$ cat config.mk
export PLATFORM = sky130hd
export DESIGN_NAME = synth_tone_gen_flat
export DESIGN_NICKNAME = d
export VERILOG_FILES = /design/src/rtl/synth_tone_gen_if.sv /design/src/rtl/synth_tone_gen.sv /design/src/flat_wrapper.sv
export SDC_FILE = /design/constraint.sdc
export NUM_CORES = 1
export LEC_CHECK = 0
export BUFFER_PORTS_ARGS = -buffer_cell sky130_fd_sc_hd__buf_4
export CORE_ASPECT_RATIO = 1.25
export CORE_MARGIN = 1
export CORE_UTILIZATION = 35
export CTS_CLUSTER_SIZE = 14
export DETAILED_ROUTE_END_ITERATION = 10
export MAX_ROUTING_LAYER = met4
export PLACE_DENSITY_LB_ADDON = 0.12
export SLEW_MARGIN = 20
export SYNTH_ARGS = -nofsm -noshare
export SYNTH_HDL_FRONTEND = slang
export SYNTH_SLANG_ARGS = --single-unit
$ cat constraint.sdc
create_clock -name clock -period 5.25 [get_ports clock]
set_input_delay 0.2625 -clock clock [delete_from_list [all_inputs] [get_ports clock]]
set_output_delay 0.2625 -clock clock [all_outputs]
set_load 0.05 [all_outputs]
$ cat src/rtl/synth_tone_gen_if.sv
// Audio codec sample channel: ready/write handshake plus 24-bit stereo sample.
interface synth_tone_gen_if;
    logic        audio_ready;
    logic        audio_write;
    logic [23:0] audio_left;
    logic [23:0] audio_right;

    // Tone generator side: produces samples and the write strobe.
    modport master (
        input  audio_ready,
        output audio_write,
        output audio_left,
        output audio_right
    );

    // Codec side: signals FIFO space and consumes samples.
    modport slave (
        output audio_ready,
        input  audio_write,
        input  audio_left,
        input  audio_right
    );
endinterface

$ cat src/rtl/synth_tone_gen.sv
// Square-wave tone generator driven by a one-hot key vector, with a linear
// release envelope and a ready/write sample handshake toward the audio codec.
module synth_tone_gen #(
    parameter int unsigned       DIV_A       = 95556,
    parameter int unsigned       DIV_S       = 85131,
    parameter int unsigned       DIV_D       = 75843,
    parameter int unsigned       DIV_F       = 71586,
    parameter logic signed [23:0] AMPLITUDE  = 24'sd8000000,
    parameter int unsigned       DECAY_TICKS = 5000,
    parameter logic [23:0]       DECAY_STEP  = 24'd16000,
    parameter int unsigned       SAMPLE_DIV  = 1042
) (
    input  logic                   clock,
    input  logic                   resetn,
    input  logic [3:0]             keyboard_data,
    synth_tone_gen_if.master       audio,
    output logic                   note_active,
    output logic                   overrun
);

    localparam int unsigned SdW = (SAMPLE_DIV > 1) ? $clog2(SAMPLE_DIV) : 1;
    localparam int unsigned DcW = (DECAY_TICKS > 1) ? $clog2(DECAY_TICKS) : 1;
    localparam logic [23:0] AmpMag = AMPLITUDE;

    typedef enum logic [1:0] {StIdle, StPlay, StRelease} state_e;

    state_e           state_q, state_d;
    logic [3:0]       ks_meta_q, ks_q, ks_prev_q;
    logic [16:0]      div_q, div_d;
    logic [16:0]      cnt_q, cnt_d;
    logic             level_q, level_d;
    logic [23:0]      amp_q, amp_d;
    logic [DcW-1:0]   dcnt_q, dcnt_d;
    logic [SdW-1:0]   sdiv_q;
    logic             pending_q;
    logic [23:0]      left_q;
    logic             overrun_q;
    logic             note_active_q;

    logic [16:0]      sel_div;
    logic [23:0]      wave;
    logic             tick;
    logic             write;

    // Two-flop synchroniser for the asynchronous key vector, plus last-cycle copy.
    always_ff @(posedge clock or negedge resetn) begin
        if (!resetn) begin
            ks_meta_q <= '0;
            ks_q      <= '0;
            ks_prev_q <= '0;
        end else begin
            ks_meta_q <= keyboard_data;
            ks_q      <= ks_meta_q;
            ks_prev_q <= ks_q;
        end
    end

    // Highest set key wins: A > S > D > F.
    always_comb begin
        sel_div = 17'(DIV_F);
        if (ks_q[3]) begin
            sel_div = 17'(DIV_A);
        end else if (ks_q[2]) begin
            sel_div = 17'(DIV_S);
        end else if (ks_q[1]) begin
            sel_div = 17'(DIV_D);
        end
    end

    // Note FSM state and oscillator/envelope registers.
    always_ff @(posedge clock or negedge resetn) begin
        if (!resetn) begin
            state_q       <= StIdle;
            div_q         <= '0;
            cnt_q         <= '0;
            level_q       <= 1'b0;
            amp_q         <= '0;
            dcnt_q        <= '0;
            note_active_q <= 1'b0;
        end else begin
            state_q       <= state_d;
            div_q         <= div_d;
            cnt_q         <= cnt_d;
            level_q       <= level_d;
            amp_q         <= amp_d;
            dcnt_q        <= dcnt_d;
            note_active_q <= (state_d != StIdle);
        end
    end

    // Next-state: oscillator runs by default while sounding; key events override it.
    always_comb begin
        state_d = state_q;
        div_d   = div_q;
        cnt_d   = cnt_q;
        level_d = level_q;
        amp_d   = amp_q;
        dcnt_d  = dcnt_q;

        if (state_q != StIdle) begin
            if (cnt_q == div_q - 17'd1) begin
                cnt_d   = '0;
                level_d = ~level_q;
            end else begin
                cnt_d = cnt_q + 17'd1;
            end
        end

        unique case (state_q)
            StIdle: begin
                if (ks_q != 4'd0) begin
                    state_d = StPlay;
                    div_d   = sel_div;
                    cnt_d   = '0;
                    level_d = 1'b1;
                    amp_d   = AmpMag;
                end
            end
            StPlay: begin
                if (ks_q == 4'd0) begin
                    state_d = StRelease;
                    dcnt_d  = '0;
                end else if (ks_q != ks_prev_q) begin
                    // Note change keeps phase level and amplitude, restarts the half-period.
                    div_d   = sel_div;
                    cnt_d   = '0;
                    level_d = level_q;
                end
            end
            StRelease: begin
                if (ks_q != 4'd0) begin
                    state_d = StPlay;
                    amp_d   = AmpMag;
                    div_d   = sel_div;
                    cnt_d   = '0;
                    level_d = level_q;
                end else if (dcnt_q == DcW'(DECAY_TICKS - 1)) begin
                    dcnt_d = '0;
                    if (amp_q > DECAY_STEP) begin
                        amp_d = amp_q - DECAY_STEP;
                    end else begin
                        amp_d   = '0;
                        state_d = StIdle;
                    end
                end else begin
                    dcnt_d = dcnt_q + DcW'(1);
                end
            end
            default: state_d = StIdle;
        endcase
    end

    // Instantaneous wave value: silent when idle, otherwise +/- amplitude.
    always_comb begin
        wave = '0;
        if (state_q != StIdle) begin
            wave = level_q ? amp_q : (24'd0 - amp_q);
        end
    end

    assign tick  = (sdiv_q == SdW'(SAMPLE_DIV - 1));
    assign write = pending_q & audio.audio_ready;

    // Sample divider, sample latch, pending flag and sticky overrun.
    always_ff @(posedge clock or negedge resetn) begin
        if (!resetn) begin
            sdiv_q    <= '0;
            pending_q <= 1'b0;
            left_q    <= '0;
            overrun_q <= 1'b0;
        end else begin
            sdiv_q <= tick ? '0 : sdiv_q + SdW'(1);
            if (tick) begin
                left_q    <= wave;
                pending_q <= 1'b1;
                // A write in the same cycle drains the old sample, so no overrun.
                if (pending_q && !write) begin
                    overrun_q <= 1'b1;
                end
            end else if (write) begin
                pending_q <= 1'b0;
            end
        end
    end

    assign audio.audio_write = write;
    assign audio.audio_left  = left_q;
    assign audio.audio_right = left_q;
    assign note_active       = note_active_q;
    assign overrun           = overrun_q;

endmodule

$ cat src/flat_wrapper.sv
// flat-port wrapper written by rule: the top's interface ports become plain ports
module synth_tone_gen_flat 
#(
    parameter int unsigned       DIV_A       = 95556,
    parameter int unsigned       DIV_S       = 85131,
    parameter int unsigned       DIV_D       = 75843,
    parameter int unsigned       DIV_F       = 71586,
    parameter logic signed [23:0] AMPLITUDE  = 24'sd8000000,
    parameter int unsigned       DECAY_TICKS = 5000,
    parameter logic [23:0]       DECAY_STEP  = 24'd16000,
    parameter int unsigned       SAMPLE_DIV  = 1042
)
  (clock, resetn, keyboard_data, note_active, overrun, audio_audio_ready, audio_audio_write, audio_audio_left, audio_audio_right);
  synth_tone_gen_if audio_i ();
  input  logic clock;
  input  logic resetn;
  input  logic [3:0] keyboard_data;
  output logic note_active;
  output logic overrun;
  input wire logic [$bits(audio_i.audio_ready)-1:0] audio_audio_ready;
  output wire logic [$bits(audio_i.audio_write)-1:0] audio_audio_write;
  output wire logic [$bits(audio_i.audio_left)-1:0] audio_audio_left;
  output wire logic [$bits(audio_i.audio_right)-1:0] audio_audio_right;
  assign audio_i.audio_ready = audio_audio_ready;
  assign audio_audio_write = audio_i.audio_write;
  assign audio_audio_left = audio_i.audio_left;
  assign audio_audio_right = audio_i.audio_right;
  synth_tone_gen #(.DIV_A(DIV_A), .DIV_S(DIV_S), .DIV_D(DIV_D), .DIV_F(DIV_F), .AMPLITUDE(AMPLITUDE), .DECAY_TICKS(DECAY_TICKS), .DECAY_STEP(DECAY_STEP), .SAMPLE_DIV(SAMPLE_DIV)) u_core (.clock(clock), .resetn(resetn), .keyboard_data(keyboard_data), .audio(audio_i), .note_active(note_active), .overrun(overrun));
endmodule
==> qor_table.md <==
| Item | Value |
|---|---|
| Status | finished clean |
| Placed standard-cell area | 6180 um^2 |
| Final Skew | 0.00538 ns |
| Setup TNS | 0 ns |
| Timing-limited maximum frequency | 319 MHz |
| Worst-path cell with the longest stage delay | nor2_1 |
| Tightest Pin Transition | 0.933 ns |
| Sequential Power Share | 49.8% |
| Count of distinct cell types in the synthesized netlist | 57 |
| Detail-routed via count per cell | 5.04 |
| Startpoint of the most critical register-to-register path | u_core.sdiv_q[1] |
| RSZ-0062 raised after global routing | false |
| Fin cells | 867 |
| Antenna violations before repair | 0 |
| Count of inserted antenna diode cells | 0 |
| Sequential share of the synthesized area | 45.0% |
| Share of synthesized registers carrying an async set or reset | 100% |
| Critical Path RT | 5.55 ns |
| Compound-Gate Fraction of Synth Area | 11.9% |
| Wire length of the first global-routing pass | 21,200 um |
| Routed wire length | 12,600 um |
| DRC violation count after routing | 0 |
| Number of placement rows | 52 |
| Pin count of the biggest net entering global routing | 59 |
| Total of flip-flops plus latches after synthesis | 105 |
| Share of power burned in combinational logic | 10.6% |
| DP HPWL | 8720 um |
| Fraction of layout cells with a size suffix above 1 | 14.3% |
| Post-synthesis mux area share | 0.364% |
| Buffers on Ports | 57 |
| Routability-driven placement congestion ratio | 0.825 |
| Adder and majority gate portion of the synthesized area | 1.50% |
| Cells along the critical path | inv_1 > ha_1 > nor4b_1 > nand3_1 > nor2_1 > a22o_1 |
| Number of flops mapped to enable cells by yosys | 0 |
| Cell area after synthesis | 5840 um^2 |
| Arrival time reported for the critical path endpoint | 3.44 ns |
| Cell-internal power | 0.00132 W |
| Crit path largest cell delay | 0.96 ns |
| Area Growth Syn to Fin | 12.2% |
| Warning count from the yosys run | 0 |
| Initial core utilization | 35.9% |
| Clock slew at reported path FFs | 0.07 ns |
| Number of design-rule violations left by the first detailed-router iteration | 203 |
| Classification of the worst-slack hold path | primary input to flip-flop |
| Most common cell after layout, fill and taps aside | dfrtp_1 |
| Ratio of total power to cell area | 278 nW/um^2 |
| Area of the die | 17,200 um^2 |
| Vias post-DR | 4,374 |
| Hold Fails Final Rpt | 0 |
| Final clock period utilization by the worst path | 59.8% |
| Number of nets produced by synthesis | 646 |
| Clock network fraction of total power | 39.6% |
| Post-synthesis instance total | 632 |
| Largest fanout on the critical path | 26 |
| Classification of the worst setup path | flip-flop to flip-flop |
| Number of levels in the clock H-tree | 3 |
| Clock root buffer | clkbuf_16 |
| Type of destination of the critical path | flip-flop |
| Fraction of the mapped netlist area in simple logic gates | 22.5% |
| Residual overflow from global routing | 0 |
| Most common flop cell mapped by yosys | dfrtp_1 |
| Skew-Pair Late Insertion Delay | 0.36 ns |
| Final cell utilization of the core | 40.3% |
| Maxcap violations | 0 |
| Average wire length per cell after detail routing | 14.5 um |
| Die outline width | 118 um |
| Worst-case setup slack after placement | 2.09 ns |
| Peak VDD IR | 173 uV |
| Post-layout nets | 660 |
| Total instance count after detailed placement | 846 |
| Area of the core | 16,300 um^2 |
| Final Critical Period | 3.14 ns |
| Sw frac | 27.5% |
| Cell type group with the largest total delay on the critical path | simple AND/OR/NAND/NOR gates |
| Critical path buffer and inverter count | 1 |
| Post-CTS Repair Setup Buffers | 0 |
| Overall fraction of global-route tracks in use | 15.8% |
| CTS tree | yes |
| Final cell area excluding filler cells | 6550 um^2 |
| PnR worst setup slack | 2.11 ns |
| Vias in the first global route | 4,228 |
| Worst Setup Start Kind | flip-flop |
| Source of the critical timing path | u_core.sdiv_q[1] |
| Clk sink count | 105 |
| Overall die height | 146 um |
| Post-Synthesis Mean Instance Area | 9.24 um^2 |
| Total iterations of the first detailed-routing run | 4 |
| Leading cell types in the layout, fill and taps excluded | 105 x dfrtp_1, 82 x nor2_1, 60 x buf_4 |
| Normalized max-slew margin | 37.6% |
| Hold_sp | audio_audio_ready |
| Number of clock buffers inserted by TritonCTS | 9 |
| Dominant combinational cell family by area after synthesis | simple AND/OR/NAND/NOR gates |
| Reported leakage power | 2.88 nW |
| Net Switching | 0.000501 W |
| I/O pin count | 58 |
| Fraction of synthesized cell area in xor and xnor cells | 11.3% |
| Final Max Slew Viols | 0 |
| Final ANT Viol Nets | 0 |
| Buffers from clock root to sink, at most | 2 |
| Setup-violating endpoint count in the final report | 0 |
## cells in the mapped netlist, types with 3 or more instances
| cell | instances | area (um^2) |
|---|---|---|
| and2_1 | 4 | 25.0 |
| buf_6 | 3 | 33.8 |
| a21o_1 | 4 | 30.0 |
| buf_4 | 31 | 233 |
| ha_1 | 7 | 87.6 |
| nand3_1 | 27 | 135 |
| xnor2_1 | 38 | 333 |
| nand2b_1 | 10 | 62.6 |
| a22o_1 | 14 | 123 |
| dfrtp_1 | 105 | 2630 |
| nor2_1 | 82 | 308 |
| nor4_1 | 9 | 56.3 |
| or4_4 | 3 | 33.8 |
| nand4_1 | 10 | 62.6 |
| buf_2 | 3 | 15.0 |
| a31oi_1 | 9 | 56.3 |
| a21boi_0 | 3 | 22.5 |
| a21oi_1 | 35 | 175 |
| or3_1 | 5 | 31.3 |
| xor2_1 | 37 | 324 |
| o31ai_1 | 7 | 52.6 |
| or4_1 | 6 | 45.0 |
| clkbuf_1 | 23 | 86.3 |
| o21ai_0 | 15 | 75.1 |
| nand2_1 | 57 | 214 |
| inv_1 | 16 | 60.1 |
| nor3_1 | 18 | 90.1 |
| or3b_2 | 3 | 26.3 |
| and3_1 | 10 | 62.6 |
## flip-flops by register name (all words and copies together) (netlist names)
| register | count |
|---|---|
| u_core.dcnt_q | 13 |
| u_core.amp_q | 17 |
| u_core.div_q | 11 |
| u_core.overrun | 1 |
| u_core.cnt_q | 17 |
| u_core.sdiv_q | 11 |
| u_core.note_active | 1 |
| u_core.pending_q | 1 |
| u_core.state_q | 2 |
| u_core.ks_meta_q | 4 |
| u_core.level_q | 1 |
| u_core.ks_q | 4 |
| u_core.audio.audio_left | 18 |
| u_core.ks_prev_q | 4 |
## cell families (layout without fill, tap and decap cells)
family / count (synthesis) / in the layout
XOR/XNOR: 75 / 75
adder cells (fa/ha/maj): 7 / 7
AO/OA/AOI/OAI: 105 / 105
multiplexers: 2 / 2
flip-flops: 105 / 105
AND/OR/NAND/NOR: 260 / 260
buffers and inverters: 78 / 97
## path summary, 6_finish.rpt
check | to | slack, ns | cells after the start
min | u_core.pending_q | 0.19 | 3
min reg2reg | u_core.ks_q[0] | 0.35 | 0
max in group asynchronous | u_core.amp_q[10] | 3.60 | 3
min in group asynchronous | u_core.cnt_q[12] | 0.46 | 2
max reg2reg | u_core.audio.audio_left[17] | 2.11 | 6
max | u_core.audio.audio_left[17] | 2.11 | 6
## repair_timing
item                      4_1_cts  5_1_grt
hold buffers                    4        1
hold endpoints to repair       50        1
gates resized for setup         0        0
## per-layer routing
layer  wire [um]  up-vias  GRT usage (%)  part of all wire (%)
met3         400       18           2.07                   3.2
met4         271        0           7.69                   2.1
li1            -     2180              -                     -
met1        5920     2104           19.9                    47
met5           0        -              -                     0
met2        6020       72           24.9                    48
## power groups by stage
stage	logic (W)	registers, W	clock network (W)
2_1_floorplan	0.000177	0.000882	0
3_3_place_gp	0.000193	0.000921	0
3_5_place_dp	0.000193	0.000922	0
4_1_cts	0.000196	0.000906	0.000743
5_1_grt	0.000220	0.000914	0.000774
6_report	0.000193	0.000907	0.000720
## stage by stage
stage	hold WS (ns)	power, W
final	0.194	0.00182
after CTS	0.00128	0.00184
after floorplan	-0.0331	0.00106
after global placement	0.317	0.00111
after detailed placement	0.323	0.00112
after global routing	0.232	0.00191
## layout make-up
cell class              count  area [um^2]
fillers                  1661         9720
multi-input cells         449         2780
flip-flops and latches    105         2630
repair buffers             65          500
well taps                 216          270
clock buffers              11          253
clock inverters             5         62.6
inverters                  16         60.1
## tightest hold or removal path, stage by stage
cell      delay (ns)
buf_4           0.08
nand2b_1        0.12
nand2_1         0.06
Power figures use the tool's default switching activity.
